`src/rtl/dap_swd_transfer_ctrl_pkg.sv`:
```
// Shared constants for the SWD transfer controller: sequencer command code,
// ACK codes and the controller state encoding.
package dap_swd_transfer_ctrl_pkg;

   localparam logic [3:0] SEQ_CMD_SWD_TRANSFER = 4'h3;

   localparam logic [2:0] DAP_ACK_OK    = 3'b001;
   localparam logic [2:0] DAP_ACK_WAIT  = 3'b010;
   localparam logic [2:0] DAP_ACK_FAULT = 3'b100;
   localparam logic [2:0] DAP_ACK_PERR  = 3'b111;
   localparam logic [2:0] DAP_ACK_NONE  = 3'b000;

   typedef enum logic [2:0] {
      ST_IDLE    = 3'd0,
      ST_ISSUE   = 3'd1,
      ST_RELEASE = 3'd2,
      ST_EVAL    = 3'd3,
      ST_RESP    = 3'd4
   } xfer_state_t;

   function automatic logic [15:0] mk_swd_cmd(input logic [3:0] ctrl);
      return {SEQ_CMD_SWD_TRANSFER, 8'h00, ctrl};
   endfunction

endpackage

```
`src/rtl/dap_swd_transfer_ctrl.sv`:
```
// Issues single SWD transfers to the serial sequencer, retries WAIT ACKs up to
// a programmed limit and returns one response per request.
module dap_swd_transfer_ctrl
   import dap_swd_transfer_ctrl_pkg::*;
#(
   parameter int TIMEOUT_CYCLES = 65535,
   parameter int RETRY_W        = 16
) (
   input  logic               clk,
   input  logic               resetn,
   input  logic [RETRY_W-1:0] cfg_wait_retry,
   input  logic               abort,
   input  logic               req_valid,
   output logic               req_ready,
   input  logic [3:0]         req_ctrl,
   input  logic [31:0]        req_wdata,
   output logic               rsp_valid,
   input  logic               rsp_ready,
   output logic [2:0]         rsp_ack,
   output logic [31:0]        rsp_rdata,
   output logic [RETRY_W-1:0] rsp_retries,
   output logic               seq_tx_valid,
   output logic [15:0]        seq_tx_cmd,
   output logic [63:0]        seq_tx_data,
   input  logic               seq_tx_full,
   input  logic               seq_rx_valid,
   input  logic [15:0]        seq_rx_flag,
   input  logic [63:0]        seq_rx_data
);

   localparam logic [31:0] WDOG_LAST = (TIMEOUT_CYCLES > 0) ? 32'(TIMEOUT_CYCLES - 1) : 32'd0;
   localparam bit          WDOG_EN   = (TIMEOUT_CYCLES > 0);

   xfer_state_t        state;
   logic               rx_prev;
   logic               rx_rise;
   logic [3:0]         ctrl_q;
   logic [RETRY_W-1:0] limit_q;
   logic [RETRY_W-1:0] retry_cnt;
   logic               abort_seen;
   logic [2:0]         ack_q;
   logic [31:0]        rdata_q;
   logic [31:0]        wdog;
   logic [2:0]         low_cnt;

   logic unused_ok;
   assign unused_ok = ^{seq_tx_full, seq_rx_flag[15:3], seq_rx_data[63:32]};

   assign rx_rise   = seq_rx_valid && !rx_prev;
   assign req_ready = (state == ST_IDLE) && !seq_rx_valid && resetn;

   always_ff @(posedge clk) begin
      if (!resetn) begin
         state        <= ST_IDLE;
         rx_prev      <= 1'b0;
         ctrl_q       <= '0;
         limit_q      <= '0;
         retry_cnt    <= '0;
         abort_seen   <= 1'b0;
         ack_q        <= DAP_ACK_NONE;
         rdata_q      <= '0;
         wdog         <= '0;
         low_cnt      <= '0;
         rsp_valid    <= 1'b0;
         rsp_ack      <= '0;
         rsp_rdata    <= '0;
         rsp_retries  <= '0;
         seq_tx_valid <= 1'b0;
         seq_tx_cmd   <= '0;
         seq_tx_data  <= '0;
      end else begin
         rx_prev <= seq_rx_valid;
         if (abort && state != ST_IDLE)
            abort_seen <= 1'b1;

         case (state)
            ST_IDLE: begin
               if (req_valid && req_ready) begin
                  ctrl_q       <= req_ctrl;
                  limit_q      <= cfg_wait_retry;
                  retry_cnt    <= '0;
                  abort_seen   <= 1'b0;
                  wdog         <= '0;
                  seq_tx_valid <= 1'b1;
                  seq_tx_cmd   <= mk_swd_cmd(req_ctrl);
                  seq_tx_data  <= {32'd0, req_wdata};
                  state        <= ST_ISSUE;
               end
            end

            ST_ISSUE: begin
               wdog <= wdog + 32'd1;
               // A real result wins over a watchdog expiry landing on the same cycle
               if (rx_rise) begin
                  ack_q        <= seq_rx_flag[2:0];
                  rdata_q      <= seq_rx_data[31:0];
                  seq_tx_valid <= 1'b0;
                  low_cnt      <= '0;
                  state        <= ST_RELEASE;
               end else if (WDOG_EN && wdog == WDOG_LAST) begin
                  ack_q        <= DAP_ACK_NONE;
                  rdata_q      <= '0;
                  seq_tx_valid <= 1'b0;
                  low_cnt      <= '0;
                  state        <= ST_RELEASE;
               end
            end

            ST_RELEASE: begin
               // Keep tx low long enough for the sequencer's synchroniser to see the fall
               if (low_cnt != 3'd7)
                  low_cnt <= low_cnt + 3'd1;
               if (!seq_rx_valid && low_cnt >= 3'd3)
                  state <= ST_EVAL;
            end

            ST_EVAL: begin
               if (ack_q == DAP_ACK_WAIT && !abort_seen && retry_cnt < limit_q) begin
                  if (retry_cnt != '1)
                     retry_cnt <= retry_cnt + 1'b1;
                  wdog         <= '0;
                  seq_tx_valid <= 1'b1;
                  state        <= ST_ISSUE;
               end else begin
                  rsp_valid   <= 1'b1;
                  rsp_ack     <= ack_q;
                  rsp_rdata   <= (ack_q == DAP_ACK_OK && ctrl_q[1]) ? rdata_q : 32'd0;
                  rsp_retries <= retry_cnt;
                  state       <= ST_RESP;
               end
            end

            ST_RESP: begin
               if (rsp_ready) begin
                  rsp_valid <= 1'b0;
                  state     <= ST_IDLE;
               end
            end

            default: state <= ST_IDLE;
         endcase
      end
   end

endmodule
```
`config.mk`:
```
export PLATFORM = sky130hd
export DESIGN_NAME = dap_swd_transfer_ctrl
export DESIGN_NICKNAME = d
export VERILOG_FILES = /design/src/rtl/dap_swd_transfer_ctrl_pkg.sv /design/src/rtl/dap_swd_transfer_ctrl.sv
export SDC_FILE = /design/constraint.sdc
export NUM_CORES = 1
export LEC_CHECK = 0
export CAP_MARGIN = 20
export CELL_PAD_IN_SITES_DETAIL_PLACEMENT = 0
export CELL_PAD_IN_SITES_GLOBAL_PLACEMENT = 1
export CORE_UTILIZATION = 37
export CTS_BUF_LIST = sky130_fd_sc_hd__clkbuf_4 sky130_fd_sc_hd__clkbuf_8 sky130_fd_sc_hd__clkbuf_16
export DETAILED_ROUTE_END_ITERATION = 6
export GPL_TIMING_DRIVEN = 0
export PLACE_DENSITY_LB_ADDON = 0.1
export SYNTH_ARGS = -nofsm -noshare
export SYNTH_HDL_FRONTEND = slang
export SYNTH_SLANG_ARGS = --single-unit
```
`constraint.sdc`:
```
create_clock -name clk -period 4.2 [get_ports clk]
set_input_delay 1.26 -clock clk [delete_from_list [all_inputs] [get_ports clk]]
set_output_delay 1.26 -clock clk [all_outputs]
set_load 0.03 [all_outputs]
```
==> results.cfg, run 1 <==
[synth]
yosysSeqAreaShare = 0.446
synth.most_common_cell = nand2_1
synth_flop_cell = dfxtp_1
synth_edf_count = 0
synth_commonest_cells = nand2_1, dfxtp_1, a21boi_0
synth_cells = 1061
avgSynthCellArea_um2 = 8.34
ys_async_sr_fraction = 0
synth-seq-cells = 197
ys_top_cells_by_area = dfxtp_1, a21boi_0, nand2_1
yosys.cell_types.count = 52
yosys_warnings = 0
synth_top_area_share = 0.446
syn_area_um2 = 8840
synth_largest_area_cell = dfxtp_1

[global_route]
grt_pass1_vias = 7407
gr-total-overflow = 0
met2_usage = 0.331
grtUsageMet1 = 0.272
grt_max_degree = 20
grt_first_pass_wirelength_um = 39700
top_usage_layer = met2
grtUsageTotal = 0.209
met3_usage = 0.0756
antenna_found_initial = 3

[final_layout]
drive_above_1_share = 0.0683
layoutNonFillerInstCount = 1638
area_growth_pct = 33.9
finalInstanceArea_um2 = 11800
nFillCells = 2326
fin_nets = 1465

[sta]
worst-slew-pin-transition_ns = 1.03
finalSetupTns_ns = 0
period_share = 0.964
fin_worst_skew_ns = 0.0175
fmax_mhz = 247
fin_ws_ns = 0.149
setup_viol = 0
final-max-slew-violation-count = 0
post-route-min-period_ns = 4.05
relSlewSlack = 0.307
hold_viol_final = 0
rsz0062_at_grt = no

[clocking]
cts_buffers = 17
cts_tree = done
cts-root-buf = clkbuf_16
clock-sinks = 197
path_clk_slew_ns = 0.08
cts_htree_levels = 4
clk_latency_ns = 0.43
holdBufCountCts = 0
cts_buffer_depth = 2

[power_and_ir_drop]
vdd_drop_max_mv = 0.258
pwr-share-clk = 0.416
leakagePower_nw = 4.11
switching_share = 0.267
power_frac_comb = 0.109
internal_power_w = 0.00296
power_density_nw_per_um2 = 341
p_seq_frac = 0.475
switching_power_w = 0.00108

[setup_path]
critPathMaxFanout = 10
crit_type = input port to primary output
rr_worst_depth = 10
max_stage_delay_ns = 0.52
cp_num_buf_inv = 3
arrival_ns = 2.79
r2r-end = rsp_rdata[16]
rrSetupSlack_ns = 0.48
critPathLaunch = resetn
r2r-start = limit_q[15]
worstPathRequired_ns = 2.94
end_kind = primary output
cpLargestDelayFamily = buffers and inverters
crit_slowest_cell = clkdlybuf4s50_1
startpoint_type = input port
cp_cell_sequence = clkdlybuf4s50_1, clkbuf_2, nor3b_1, dlygate4sd2_1

[die]
core_um2 = 23500
dieArea_um2 = 24500
ios = 273
rows = 56
initial_core_util = 0.377
die_x_um = 157
chipHeight_um = 157

[drt]
drc = 0
via_per_inst = 4.83
drt-wirelength-per-cell_um = 15.4
initialDrtViolationCount = 417
first_pass_iters = 5
routed_wl_um = 25200
vias = 7906
drt.antenna.violating_nets = 0

[hold_path]
hold_depth = 2
worst_hold_path_type = flip-flop to flip-flop
hold_start = rsp_rdata[19]
hold_path_end = rsp_rdata[19]

[status]
outcome = finished clean

[place]
post_dp_cell_area_um2 = 11200
place_ws_ns = -0.356
gp_congestion = 0.820
numPortBuffers = 184
dpl.hpwl_um = 18400
placedCellCount = 1605

[run]
maxCapViolCount = 0
stage by stage:
| step | total power [W] | util | hold WS [ns] |
|---|---|---|---|
| finish | 0.00404 | 0.504 | 0.462 |
| floorplan | 0.00222 | - | 0.424 |
| global placement | 0.00240 | 0.479 | 0.449 |
| CTS | 0.00408 | 0.504 | 0.463 |
| global route | 0.00421 | 0.504 | 0.481 |
| detailed placement | 0.00241 | 0.479 | 0.455 |
tightest hold or removal path, cell delays in order, from the launching register on:
cell and delay [ns]:
dfxtp_1 0.31, nand2_1 0.05, a21boi_0 0.06
cells in the final DEF, fill, tap and decap left out, types with 22 or more instances in the layout:
master / instances
clkdlybuf4s50_1: 183
dfxtp_1: 197
nand3_1: 53
conb_1: 42
a21boi_0: 108
a21oi_1: 22
o21ai_0: 31
nor2_1: 48
nand2_1: 208
buf_4: 43
clkbuf_1: 57
inv_1: 27
nor2b_1: 45
a22oi_1: 36
worst max path at each step:
stage,to,cells after the start,slack (ns)
after floorplan,req_ready,2,0.71
after global placement,req_ready,4,-0.34
after detailed placement,req_ready,4,-0.36
after CTS,req_ready,4,0.16
after global routing,req_ready,4,0.09
final,req_ready,4,0.15
routing by layer:
layer | wire length [um] | vias to the layer above | share of wire
met5 | 26 | - | 0.0010
met4 | 224 | 4 | 0.0089
met3 | 2030 | 22 | 0.081
met2 | 11200 | 200 | 0.45
met1 | 11700 | 3641 | 0.46
li1 | - | 4039 | -
sequential cells by signal, indices dropped and copies added (netlist names):
| register | cells |
|---|---|
| low_cnt | 3 |
| limit_q | 16 |
| seq_tx_valid | 1 |
| rsp_ack | 3 |
| ctrl_q | 1 |
| ack_q | 3 |
| state | 3 |
| seq_tx_data | 32 |
| rsp_retries | 16 |
| rdata_q | 32 |
| abort_seen | 1 |
| rsp_rdata | 32 |
| wdog | 32 |
| retry_cnt | 16 |
| seq_tx_cmd | 4 |
| rsp_valid | 1 |
| rx_prev | 1 |
cells by family (layout without fill, tap and decap cells):
family,count (synthesis),after routing,share of synthesized area
compound gates,240,240,0.189
xor+xnor,13,13,0.0129
fa+ha+maj,21,21,0.0297
buf+inv,137,353,0.0775
flops,197,197,0.446
other cells,1,43,0.000424
simple gates,452,452,0.245
final cells by class:
type,instances,area (um^2),area share
Sequential cell,197,3940,0.333
Clock buffer,18,439,0.0371
Tap cell,319,399,0.0337
Buffer,110,586,0.0495
Multi-Input combinational cell,768,4370,0.369
Clock inverter,14,159,0.0134
Antenna cell,1,2.50,0.000211
Timing Repair Buffer,184,1840,0.155
Inverter,27,101,0.00856
timing repair:
action,CTS,global route
setup buffers,0,0
endpoints found under the setup margin,1,0
resized for setup,2,0
power groups by stage:
stage | clock, W | combinational (W) | sequential, W
floorplan | 0 | 0.000232 | 0.00199
CTS | 0.00171 | 0.000444 | 0.00192
global placement | 0 | 0.000442 | 0.00196
detailed placement | 0 | 0.000442 | 0.00196
global route | 0.00180 | 0.000480 | 0.00192
finish | 0.00168 | 0.000442 | 0.00192
(Power assumes the default switching activity.)
==> inputs of run 2 (changes only) <==
TNS_END_PERCENT = 5   (was default)
==> results of run 2 <==
No change in the layout: final DEF, timing and power equal those of run 1.
==> inputs of run 3 (changes only) <==
CORE_ASPECT_RATIO = 2   (was default)
CTS_BUF_LIST = default   (was sky130_fd_sc_hd__clkbuf_4 sky130_fd_sc_hd__clkbuf_8 sky130_fd_sc_hd__clkbuf_16)
CTS_CLUSTER_DIAMETER = 40   (was default)
==> run 3 against run 2 <==
Net effect: fmax fell by 1.5%; worst hold slack about the same; the run now ends with design-rule violations left; largest cell class unchanged; highest routed layer is now met4; core utilization rose by 0.083 points; total power down 0.32%; flip-flop and latch count stayed put; non-clock buffer count up 1.
==> results.cfg, run 3 (synthesized netlist as in run 1, its figures left out) <==
[status]
outcome = complete, but fails checks
violations = design-rule violations

[global_route]
grt_first_pass_wirelength_um = 42500
gr-total-overflow = 0
grt_max_degree = 18
grtUsageTotal = 0.226
grt_pass1_vias = 7981
antenna_found_initial = 1

[clocking]
path_clk_slew_ns = 0.07
cts_setup_buffers = 0
cts_buffer_depth = 2
cts-root-buf = clkbuf_16
clk_latency_ns = 0.47
cts_htree_levels = 4
cts_tree = done
clock-sinks = 197
cts_buffers = 17

[die]
rows = 79
ios = 273
chipHeight_um = 221
core_um2 = 23300
dieArea_um2 = 24600
initial_core_util = 0.379
die_x_um = 111

[setup_path]
crit_slowest_cell = clkdlybuf4s50_1
arrival_ns = 2.85
worstPathRequired_ns = 2.94
cp_cell_sequence = clkdlybuf4s50_1, clkbuf_2, nor3b_1, dlygate4sd2_1
max_stage_delay_ns = 0.55
startpoint_type = input port
end_kind = primary output
crit_type = input port to primary output
critPathMaxFanout = 10

[sta]
setup_viol = 0
hold_viol_final = 0
fin_worst_skew_ns = 0.00922
relSlewSlack = 0.460
finalSetupTns_ns = 0
period_share = 0.979
fmax_mhz = 243
final-max-slew-violation-count = 0
rsz0062_at_grt = no
worst-slew-pin-transition_ns = 0.807
post-route-min-period_ns = 4.11
whs_ns = 0.462

[drt]
routed_wl_um = 27000
drt-wirelength-per-cell_um = 16.8
drt.antenna.violating_nets = 0
vias = 8053
first_pass_iters = 6
via_per_inst = 5.02
drc = 6
initialDrtViolationCount = 385

[power_and_ir_drop]
total_power_w = 0.00403
power_density_nw_per_um2 = 342
vdd_drop_max_mv = 0.242
leakagePower_nw = 4.10

[final_layout]
register_area_um2 = 3940
drive_above_1_share = 0.0690
finalInstanceArea_um2 = 11800
final_common_cell = nand2_1
area_growth_pct = 33.3
most-common-layout-cells = nand2_1, dfxtp_1, clkdlybuf4s50_1, a21boi_0, clkbuf_1
fin_nets = 1466
multi_input_area_um2 = 4370
nFillCells = 2356

[place]
gp_congestion = 0.816
dpl.hpwl_um = 20500
numPortBuffers = 184
post_dp_cell_area_um2 = 11200

[hold_path]
worst_hold_path_type = flip-flop to flip-flop

[run]
maxCapViolCount = 0
==> run 3: what timing repair did <==
item | CTS | global route
resized for setup | 2 | 0
hold endpoints to repair | 0 | 0
endpoints found under the setup margin | 1 | 0
hold buffers | 0 | 0
==> run 3: cell type report <==
type | instances | area share
clock buffers | 17 | 0.0361
inverters | 27 | 0.00860
diodes | 1 | 0.000212
plain buffers | 110 | 0.0497
multi-input cells | 768 | 0.371
flip-flops and latches | 197 | 0.335
repair buffers | 185 | 0.157
well taps | 283 | 0.0300
clock inverters | 15 | 0.0135
==> run 3: critical path, delay by kind of cell <==
kind	cells	cell delay, ns
buf+inv	3	1.31
simple gates	1	0.29
==> run 3: worst paths after layout <==
kind,slack [ns],start,endpoint,depth (start not counted)
max,0.09,resetn,req_ready,4
min,0.46,rsp_retries[11],rsp_retries[11],2
max reg2reg,0.70,retry_cnt[14],rsp_retries[4],9
min reg2reg,0.46,rsp_retries[11],rsp_retries[11],2
==> run 3: where the power goes <==
part	internal, W	switching (W)	leakage [nW]	total [W]
clock network	0.000879	0.000787	0.273	0.00167
logic	0.000196	0.000248	2.23	0.000444
registers	0.00190	0.0000204	1.59	0.00192
total	0.00298	0.00105	4.10	0.00403
==> run 3: metal layers <==
layer	vias to the layer above	share of wire	global-route usage
li1	4048	-	-
met1	3786	0.37	0.226
met2	183	0.55	0.433
met3	36	0.058	0.0592
met4	0	0.024	0.105
met5	-	0	0
==> run 3: metrics by stage <==
step	utilization	cells	setup WS, ns
floorplan	-	1102	0.710
global placement	0.480	1569	-0.413
detailed placement	0.480	1569	-0.400
CTS	0.505	1601	0.0950
global route	0.505	1603	0.0175
finish	0.505	1603	0.0870
